**config.mk**
```make
export PLATFORM = sky130hd
export DESIGN_NAME = bus_write_sequencer
export DESIGN_NICKNAME = d
export VERILOG_FILES = /design/src/rtl/bus_write_sequencer.sv
export SDC_FILE = /design/constraint.sdc
export NUM_CORES = 1
export LEC_CHECK = 0
export ABC_AREA = 1
export CORE_MARGIN = 5
export CORE_UTILIZATION = 45
export DETAILED_ROUTE_END_ITERATION = 16
export DONT_BUFFER_PORTS = 1
export GPL_TIMING_DRIVEN = 0
export PLACE_DENSITY = 0.7
export SLEW_MARGIN = 20
export SYNTH_ARGS = -nofsm -noshare
export SYNTH_HDL_FRONTEND = slang
export SYNTH_SLANG_ARGS = --single-unit
```
**constraint.sdc**
```tcl
create_clock -name clk -period 3.35 [get_ports clk]
set_input_delay 0.1675 -clock clk [delete_from_list [all_inputs] [get_ports clk]]
set_output_delay 0.1675 -clock clk [all_outputs]
set_load 0.05 [all_outputs]
```
**src/rtl/bus_write_sequencer.sv**
```systemverilog
// rtl/bus_write_sequencer.sv - line-to-byte burst writer onto an arbitrated shared 8-bit bus
//
// Captures a LINE_BYTES-wide line on start, requests the shared bus, and
// drives the line out one byte per granted cycle (byte 0 first) through an
// external tristate driver. A lost grant parks the burst in REQ and the
// same byte is re-driven once the grant returns. One-cycle done pulse at
// the end of the burst.
//
// Ports:
//   clk        in   clock, rising edge
//   rst_n      in   asynchronous active-low reset
//   start      in   line write request, sampled only in IDLE
//   line_data  in   line, byte k = bits [8k+7:8k]
//   busy       out  high in every state except IDLE
//   bus_req    out  request to the bus arbiter
//   bus_gnt    in   arbiter grant
//   drv_data   out  tristate driver data (8'h00 while not driving)
//   drv_en     out  tristate driver enable
//   done       out  one-cycle completion pulse

module bus_write_sequencer #(
    parameter int LINE_BYTES = 4
) (
    input  logic                      clk,
    input  logic                      rst_n,
    input  logic                      start,
    input  logic [8*LINE_BYTES-1:0]   line_data,
    output logic                      busy,
    output logic                      bus_req,
    input  logic                      bus_gnt,
    output logic [7:0]                drv_data,
    output logic                      drv_en,
    output logic                      done
);

    localparam int IW = $clog2(LINE_BYTES);
    localparam logic [IW-1:0] LAST_IDX = IW'(LINE_BYTES - 1);

    typedef enum logic [1:0] {
        IDLE  = 2'd0,
        REQ   = 2'd1,
        DRIVE = 2'd2,
        TURN  = 2'd3
    } state_t;

    state_t        state;
    logic [IW-1:0] idx;
    logic [7:0]    line_buf [LINE_BYTES];
    logic [IW-1:0] idx_inc;

    assign idx_inc = idx + IW'(1);

    // Outputs are registered alongside the state: every transition loads the
    // output values that belong to the state being entered, so drv_data
    // already holds the byte to be driven on the first cycle of DRIVE.
    always_ff @(posedge clk or negedge rst_n) begin
        if (!rst_n) begin
            state    <= IDLE;
            idx      <= '0;
            busy     <= 1'b0;
            bus_req  <= 1'b0;
            drv_en   <= 1'b0;
            drv_data <= 8'h00;
            done     <= 1'b0;
            for (int k = 0; k < LINE_BYTES; k++) begin
                line_buf[k] <= 8'h00;
            end
        end else begin
            done <= 1'b0;
            case (state)
                IDLE: begin
                    if (start) begin
                        for (int k = 0; k < LINE_BYTES; k++) begin
                            line_buf[k] <= line_data[8*k +: 8];
                        end
                        idx     <= '0;
                        state   <= REQ;
                        busy    <= 1'b1;
                        bus_req <= 1'b1;
                    end
                end

                REQ: begin
                    if (bus_gnt) begin
                        state    <= DRIVE;
                        drv_en   <= 1'b1;
                        drv_data <= line_buf[idx];
                    end
                end

                DRIVE: begin
                    if (bus_gnt) begin
                        // Byte at idx was accepted on this edge.
                        if (idx == LAST_IDX) begin
                            state    <= TURN;
                            bus_req  <= 1'b0;
                            drv_en   <= 1'b0;
                            drv_data <= 8'h00;
                            done     <= 1'b1;
                        end else begin
                            idx      <= idx_inc;
                            drv_data <= line_buf[idx_inc];
                        end
                    end else begin
                        // Grant lost: keep idx so the same byte goes out again.
                        state    <= REQ;
                        drv_en   <= 1'b0;
                        drv_data <= 8'h00;
                    end
                end

                TURN: begin
                    // Bus turnaround; start is deliberately not looked at here.
                    state <= IDLE;
                    busy  <= 1'b0;
                end

                default: begin
                    state    <= IDLE;
                    busy     <= 1'b0;
                    bus_req  <= 1'b0;
                    drv_en   <= 1'b0;
                    drv_data <= 8'h00;
                end
            endcase
        end
    end

endmodule

```
==> impl_metrics.json, run 1 <==
{
  "slew_headroom_pct": 67.6,
  "cts_buffers": 5,
  "ios": 48,
  "p_leak_nw": 1.51,
  "htreeDepth": 2,
  "cts_root_buffer": "clkbuf_8",
  "outcome": "complete, no violations",
  "hold_class": "input pin to flip-flop",
  "grt_start_max_net_pins": 49,
  "cts_sinks": 48,
  "path_depth": 9,
  "die_x_um": 86.3,
  "setup-violations-final": 0,
  "finalSetupTns_ns": 0,
  "worstSetupPathType": "flip-flop to flip-flop",
  "layout_min_cycle_time_ns": 1.82,
  "final_layout_size_suffix_gt1_share_pct": 9.43,
  "syn_area_per_cell_um2": 7.25,
  "netSwitchingFraction_pct": 49.0,
  "fp.dieH_um": 86.3,
  "cts_tree": "yes",
  "dp_hpwl_mm": 4.64,
  "critPathRequiredTime_ns": 3.54,
  "cts.clk_slew.worst_paths_ns": 0.09,
  "antenna_left": 0,
  "cp-start-kind": "flip-flop",
  "wl_per_cell_um": 14.3,
  "grt_pass1_vias": 2254,
  "end_kind": "flip-flop",
  "ys_seq_elements": 48,
  "antenna_found_initial": 0,
  "synth_nets": 399,
  "max_stage_delay_ns": 0.41,
  "comb_power_share_pct": 49.0,
  "grtUsageTotal_pct": 18.3,
  "crit_family": "buffers and inverters",
  "clkLatencyLatePin_ns": 0.30,
  "ys_warn_count": 0,
  "cp.arrival_ns": 2.01,
  "fmax_mhz": 551,
  "p_clk_share_pct": 11.9,
  "final_nets": 408,
  "final_util_pct": 50.9,
  "fin_skew_ns": 0.00752,
  "power.switching_mw": 1.45,
  "whs_path_depth": 2,
  "synthCells": 361,
  "start_util_pct": 47.0,
  "grt.overflow.total": 0,
  "power_mw": 2.97,
  "route.detailed.drc": 0,
  "areaGrowthSynthToFinish_pct": 8.31,
  "crit_top_cell": "nand2_1",
  "grt_pass1_wl_mm": 10.9,
  "r2r_cells": 9,
  "crit_slowest_cell": "dfrtp_1",
  "synth_area_mm2": 0.00262,
  "finalMaxSlewViolations": 0,
  "p_seq_share_pct": 39.1,
  "min_period_over_period_pct": 54.2,
  "finalHoldViolCount": 0,
  "peakVddDrop_uv": 432,
  "crit_buf_inv": 2,
  "p_int_mw": 1.51,
  "path_max_fanout": 9,
  "tightest_slew_ns": 0.487,
  "routed-via-count": 2233,
  "cts_buffer_depth": 2,
  "ys_types": 22,
  "die_area_mm2": 0.00745,
  "drt_first_iter_violations": 157,
  "synth-seq-area-share_pct": 45.9,
  "power_density_mw_per_mm2": 1050,
  "num_antenna_cells": 0,
  "path_cells": "ha_1, buf_2, clkinv_1, nand3_1, nand2_1, nand2_1, nand2_1, nand2_1, nand2_1",
  "wl_mm": 6.35,
  "cts-resized-gates": 0,
  "viasPerCell": 5.04,
  "place.gp.congestion": 0.888,
  "rows": 27,
  "core_area_mm2": 0.00557,
  "drv_cap": 0,
  "rsz0062_at_grt": "no",
  "first_pass_iters": 4,
  "portBuffers": 0
}
==> worst reg2reg max path: stages, from the launching register on <==
cell and delay [ns]:
dfrtp_1 0.41, ha_1 0.28, buf_2 0.22, clkinv_1 0.30, nand3_1 0.19, nand2_1 0.06, nand2_1 0.05, nand2_1 0.08
nand2_1 0.07, nand2_1 0.05
==> through the flow <==
stage	cell area, um2	hold slack (ns)	setup slack, ns	cells
after detailed placement	2710	-0.127	1.54	433
after floorplan	2620	-0.128	1.91	361
final	2840	0.0251	1.53	443
after CTS	2840	0.0181	1.54	443
after global placement	2710	-0.126	1.57	433
after global routing	2840	0.0152	1.40	443
==> Yosys cell counts <==
master	instances	area [um2]
buf_2	7	35.0
nand2_4	1	11.3
nor2_1	34	128
a21boi_2	1	11.3
inv_2	2	7.51
clkinv_1	1	3.75
clkinv_2	1	5.00
inv_1	37	139
buf_4	3	22.5
o22ai_1	1	6.26
nor2_4	2	22.5
nand2_2	2	12.5
dfrtp_1	48	1200
ha_1	2	25.0
inv_4	1	6.26
buf_6	7	78.8
a21oi_1	32	160
o21ai_0	5	25.0
nand2_1	135	507
nand3_1	37	185
nand3_4	1	17.5
xor2_1	1	8.76
==> layout make-up <==
class / instances / area, um2
fillers: 584 / 2740
flip-flops and latches: 48 / 1200
multi-input cells: 254 / 1120
inverters: 42 / 161
plain buffers: 17 / 136
clock buffers: 8 / 90.1
well taps: 72 / 90.1
repair buffers: 2 / 37.5
==> per-layer routing <==
layer,wire [um],part of all wire [%],vias up,GRT usage [%]
li1,-,-,1130,-
met1,2840,45,1019,24.0
met2,2890,45,74,29.5
met3,512,8.1,10,5.04
met4,106,1.7,0,5.95
met5,0,0,-,0
==> path summary, 6_finish.rpt <==
| path | start | to | slack, ns |
|---|---|---|---|
| min in group asynchronous | rst_n | line_buf[0]$_DFFE_PN0P_ | 0.37 |
| max | idx[0]$_DFFE_PN0P_ | drv_data[7]$_DFFE_PN0P_ | 1.53 |
| max reg2reg | idx[0]$_DFFE_PN0P_ | drv_data[7]$_DFFE_PN0P_ | 1.53 |
| min | line_data[24] | line_buf[0]$_DFFE_PN0P_ | 0.03 |
| max in group asynchronous | rst_n | done$_DFF_PN0_ | 2.77 |
| min reg2reg | line_buf[24]$_DFFE_PN0P_ | line_buf[24]$_DFFE_PN0P_ | 0.53 |
==> kinds of logic (layout without fill, tap and decap cells) <==
family                     after synthesis  after routing  synth area share, %
xor gates and xnor gates                 1              1                0.335
adders and majority gates                2              2                0.955
AOI/OAI and AO/OA                       39             39                 7.74
DFF                                     48             48                 45.9
buffers and inverters                   59             69                 11.4
and+or+nand+nor                        212            212                 33.7
==> power by group through the flow <==
stage	Combinational [mW]	Sequential (mW)	Clock, mW
finish	1.45	1.16	0.352
global route	1.67	1.19	0.388
CTS	1.45	1.17	0.360
detailed placement	1.43	1.18	0
global placement	1.41	1.17	0
floorplan	1.12	1.15	0
==> registers in the layout (all words and copies together) (netlist names) <==
register / cells
done: 1
drv_data: 8
busy: 1
drv_en: 1
state: 2
idx: 2
line_buf: 32
bus_req: 1
==> cell usage in the layout (no fill, tap or decap), drive strengths merged <==
| cell type | instances |
|---|---|
| clkinv | 2 |
| a21boi | 1 |
| dlygate4sd3 | 1 |
| o22ai | 1 |
| nor2 | 36 |
| o21ai | 5 |
| ha | 2 |
| clkbuf | 8 |
| buf | 18 |
| inv | 40 |
| xor2 | 1 |
| nand2 | 138 |
| dfrtp | 48 |
| nand3 | 38 |
| a21oi | 32 |
==> what timing repair did <==
item	CTS	global route
hold endpoints to repair	48	0
buffers inserted	0	0
hold buffers	2	0
Power figures use the tool's default switching activity.
==> run 2, diff against run 1 <==
Clock period 3.35 ns to 1.8 ns, I/O delays scaled along.
==> impl_metrics.json, run 2 (synthesis results as in run 1) <==
{
  "grt_pass1_vias": 2335,
  "cts_sinks": 48,
  "grt.overflow.total": 0,
  "drt_first_iter_violations": 179,
  "final_nets": 441,
  "comb_power_share_pct": 49.6,
  "drv_cap": 0,
  "stdcell_area_mm2": 0.00317,
  "routed-via-count": 2354,
  "hold_class": "input pin to flip-flop",
  "cp.arrival_ns": 1.83,
  "start_util_pct": 47.0,
  "setup-violations-final": 0,
  "mostFrequentLayoutCells": "nand2_1 (135), dfrtp_1 (48), inv_1 (37), nand3_1 (37)",
  "rows": 27,
  "wl_per_cell_um": 14.0,
  "areaGrowthSynthToFinish_pct": 21.0,
  "core_area_mm2": 0.00557,
  "power_density_mw_per_mm2": 1770,
  "slew_headroom_pct": 67.6,
  "htreeDepth": 2,
  "die_x_um": 86.3,
  "antenna_found_initial": 0,
  "min_period_over_period_pct": 91.0,
  "ios": 48,
  "power.switching_mw": 2.75,
  "clkLatencyLatePin_ns": 0.30,
  "peakVddDrop_uv": 808,
  "cp-start-kind": "flip-flop",
  "p_int_mw": 2.87,
  "grt_pass1_wl_mm": 11.3,
  "final_layout_size_suffix_gt1_share_pct": 8.91,
  "largest_register_ffs": 32,
  "first_pass_iters": 4,
  "finalMaxSlewViolations": 0,
  "place.gp.congestion": 0.888,
  "placed_area_mm2": 0.00271,
  "grt_start_max_net_pins": 49,
  "rsz0062_at_grt": "no",
  "grtUsageTotal_pct": 19.1,
  "cts_tree": "yes",
  "final_common_cell": "nand2_1",
  "largest_registers": "line_buf (32), drv_data (8)",
  "p_leak_nw": 1.65,
  "cts_buffers": 5,
  "dp_hpwl_mm": 4.64,
  "netSwitchingFraction_pct": 48.9,
  "cts_root_buffer": "clkbuf_8",
  "power_mw": 5.61,
  "antenna_left": 0,
  "cts_buffer_depth": 2,
  "path_max_fanout": 9,
  "num_antenna_cells": 0,
  "layout_min_cycle_time_ns": 1.64,
  "fp.dieH_um": 86.3,
  "die_area_mm2": 0.00745,
  "worstSetupPathType": "flip-flop to flip-flop",
  "portBuffers": 0,
  "nFillCells": 553,
  "cts.clk_slew.worst_paths_ns": 0.08,
  "viasPerCell": 4.95,
  "top_register": "line_buf",
  "fmax_mhz": 611,
  "route.detailed.drc": 0,
  "fin_skew_ns": 0.00780,
  "p_clk_share_pct": 11.8,
  "end_kind": "flip-flop",
  "finalSetupTns_ns": 0,
  "tightest_slew_ns": 0.485,
  "wl_mm": 6.67,
  "p_seq_share_pct": 38.6,
  "outcome": "complete, no violations",
  "finalHoldViolCount": 0,
  "critPathRequiredTime_ns": 1.99
}
[run 2: worst paths after layout]
path                       depth (start not counted)                      from                  endpoint  slack, ns
max reg2reg                                        9        idx[0]$_DFFE_PN0P_   drv_data[7]$_DFFE_PN0P_       0.16
min                                                4                     start      state[0]$_DFFE_PN0P_       0.08
min reg2reg                                        2  line_buf[30]$_DFFE_PN0P_  line_buf[30]$_DFFE_PN0P_       0.54
max in group asynchronous                          2                     rst_n            done$_DFF_PN0_       1.31
max                                                9        idx[0]$_DFFE_PN0P_   drv_data[7]$_DFFE_PN0P_       0.16
min in group asynchronous                          2                     rst_n   line_buf[0]$_DFFE_PN0P_       0.28
[run 2: power by group through the flow]
stage                     Sequential (mW)  Clock [mW]  Combinational, mW
after detailed placement             2.19           0               2.66
after floorplan                      2.14           0               2.09
after CTS                            2.17       0.671               2.77
after global placement               2.18           0               2.63
after global routing                 2.21       0.722               3.20
final                                2.16       0.663               2.78
[run 2: what timing repair did]
item                                    4_1_cts  5_1_grt
hold buffers                                 35        0
resized for setup                             1        0
hold endpoints to repair                     82        0
buffers inserted                              0        0
endpoints found under the setup margin        1        0
[run 2: cell type report]
class | instances | area [um2] | area share (%)
Multi-Input combinational cell | 254 | 1120 | 35.3
Inverter | 42 | 163 | 5.13
Timing Repair Buffer | 35 | 368 | 11.6
Clock buffer | 8 | 90.1 | 2.84
Tap cell | 72 | 90.1 | 2.84
Buffer | 17 | 136 | 4.30
Sequential cell | 48 | 1200 | 37.9
[run 2: metrics by stage]
stage	util, %	hold slack [ns]	cells	setup slack [ns]
finish	56.8	0.0771	476	0.162
global route	56.8	0.0967	476	0.0234
CTS	56.8	0.0752	476	0.148
detailed placement	48.6	-0.204	433	-0.0123
global placement	48.6	-0.204	433	0.0163
floorplan	-	-0.206	361	0.359
[run 2: worst max-delay path, stage by stage, from the launching register on]
cell      delay, ns
dfrtp_1        0.41
ha_1           0.28
buf_2          0.22
clkinv_2       0.19
nand3_1        0.13
nand2_1        0.06
nand2_1        0.05
nand2_1        0.08
nand2_1        0.07
nand2_1        0.05
[run 2: per-layer routing]
metal	vias up	global-route usage [%]	wire length, um
met2	71	31.9	3140
li1	1197	-	-
met1	1078	24.9	2910
met3	8	3.99	540
met5	-	0	0
met4	0	5.67	79
==> run 3, diff against run 2 <==
Settings changed: ABC_AREA 1 to not set.
==> impl_metrics.json, run 3 <==
{
  "outcome": "complete, no violations",
  "top_register": "line_buf",
  "grtUsageTotal_pct": 16.9,
  "cp-start-kind": "flip-flop",
  "yosysMostFrequentCell": "dfrtp_1",
  "die_area_mm2": 0.00677,
  "cp.arrival_ns": 1.95,
  "final_nets": 241,
  "synth_top_cell_area_share_pct": 51.1,
  "ys_types": 35,
  "synthArstFlopShare_pct": 100,
  "p_leak_nw": 1.17,
  "dp_hpwl_mm": 3.48,
  "areaGrowthSynthToFinish_pct": 23.5,
  "antenna_left": 0,
  "path_max_fanout": 9,
  "synth_area_leaders": "dfrtp_1 (51%), mux2_2 (15%), mux2i_1 (7.2%)",
  "ys_warn_count": 0,
  "drt_first_iter_violations": 76,
  "synth_area_mm2": 0.00235,
  "cts_buffer_depth": 2,
  "ff_latch_area_mm2": 0.00120,
  "finalMaxSlewViolations": 0,
  "final_layout_size_suffix_gt1_share_pct": 29.4,
  "largest_register_ffs": 32,
  "multiInputGateArea_mm2": 0.00105,
  "synth_edf_count": 0,
  "core_area_mm2": 0.00507,
  "grt.overflow.total": 0,
  "cts.clk_slew.worst_paths_ns": 0.09,
  "power_density_mw_per_mm2": 1760,
  "grt_pass1_wl_mm": 8.47,
  "layout_min_cycle_time_ns": 1.75,
  "cts_tree": "yes",
  "place.gp.congestion": 0.840,
  "setup-violations-final": 0,
  "die_x_um": 82.3,
  "final_util_pct": 57.2,
  "syn_area_per_cell_um2": 14.4,
  "routed-via-count": 1538,
  "placed_area_mm2": 0.00244,
  "cts_root_buffer": "clkbuf_8",
  "htreeDepth": 2,
  "rsz0062_at_grt": "no",
  "end_kind": "flip-flop",
  "peakVddDrop_uv": 1070,
  "tightest_slew_ns": 0.512,
  "grt_start_max_net_pins": 49,
  "hold_class": "input pin to flip-flop",
  "finalHoldViolCount": 0,
  "rows": 26,
  "synth_nets": 201,
  "largest_registers": "line_buf (32), drv_data (8)",
  "wl_per_cell_um": 19.3,
  "synth_ff_type": "dfrtp_1",
  "start_util_pct": 46.3,
  "slew_headroom_pct": 65.9,
  "worstSetupPathType": "flip-flop to flip-flop",
  "fp.dieH_um": 82.3,
  "hold_ws_ns": 0.0154,
  "critPathRequiredTime_ns": 1.99,
  "grt_pass1_vias": 1632,
  "portBuffers": 0,
  "layout.cells.non_filler": 274,
  "fin_skew_ns": 0.00684,
  "ios": 48,
  "wl_mm": 5.30,
  "route.detailed.drc": 0,
  "viasPerCell": 5.61,
  "min_period_over_period_pct": 97.4,
  "finalWorstSetupSlack_ns": 0.0472,
  "drv_cap": 0,
  "preCtsSetupSlack_ns": -0.241,
  "ys_seq_elements": 48,
  "first_pass_iters": 4,
  "cts_sinks": 48,
  "num_antenna_cells": 0,
  "synthTopCellsByCount": "dfrtp_1 (48), mux2_2 (32), mux2i_1 (17)",
  "synthCells": 163,
  "placedCellCount": 233,
  "stdcell_area_mm2": 0.00290,
  "nFillCells": 440,
  "mostFrequentLayoutCells": "dfrtp_1 (48), dlygate4sd3_1 (33), mux2_2 (32)",
  "finalSetupTns_ns": 0,
  "cts_buffers": 5,
  "post_cts_buffers": 0,
  "antenna_found_initial": 0,
  "power_mw": 5.11,
  "clkLatencyLatePin_ns": 0.30,
  "yosys.area.top_type": "dfrtp_1",
  "final_common_cell": "dfrtp_1",
  "synth-seq-area-share_pct": 51.1,
  "fmax_mhz": 571
}
==> run 3: changes by cell type after synthesis, sizes merged, moves of 29 or more <==
cell and change:
nand2 -137, nand3 -38, inv -36, nor2 -34
mux2 +33, a21oi -29
==> run 3: report_power, final <==
group / internal, mW / switching [mW]
clock: 0.413 / 0.352
combinational: 1.17 / 0.846
sequential: 1.58 / 0.748
==> run 3: cell families after synthesis <==
family | synth area share [%]
compound gates | 8.41
fa+ha+maj | 1.06
buf+inv | 4.31
flops | 51.1
mux | 30.9
simple gates | 4.21
==> run 3: layer usage <==
metal | routed length (um) | GRT usage (%)
met5 | 0 | 0
met4 | 87 | 5.48
met3 | 356 | 4.66
met2 | 2710 | 27.6
met1 | 2140 | 21.6
==> run 3: worst max-delay path, stage by stage, from the launching register on <==
cell,delay (ns)
dfrtp_1,0.46
ha_2,0.52
mux4_1,0.33
a221o_1,0.35
==> run 3: cell type report <==
cell class / instances / share of cell area, %
plain buffers: 11 / 2.85
clock buffers: 6 / 2.50
clock inverters: 2 / 1.21
inverters: 4 / 0.517
multi-input cells: 99 / 36.2
flip-flops and latches: 48 / 41.4
well taps: 70 / 3.02
repair buffers: 34 / 12.3
==> run 3: what timing repair did <==
item	CTS	global route
resized for setup	1	0
hold buffers	34	0
hold endpoints to repair	80	0
setup endpoints to repair	8	0
==> run 3: path summary, 6_finish.rpt <==
check,slack (ns),start,to,cells after the start
worst max register to register,0.05,idx[0]$_DFFE_PN0P_,drv_data[1]$_DFFE_PN0P_,3
max in group asynchronous,1.29,rst_n,line_buf[31]$_DFFE_PN0P_,2
worst min register to register,0.52,line_buf[3]$_DFFE_PN0P_,line_buf[3]$_DFFE_PN0P_,1
worst min-delay path,0.02,start,busy$_DFFE_PN0P_,2
worst max-delay path,0.05,idx[0]$_DFFE_PN0P_,drv_data[1]$_DFFE_PN0P_,3
min in group asynchronous,0.30,rst_n,state[1]$_DFFE_PN0P_,2
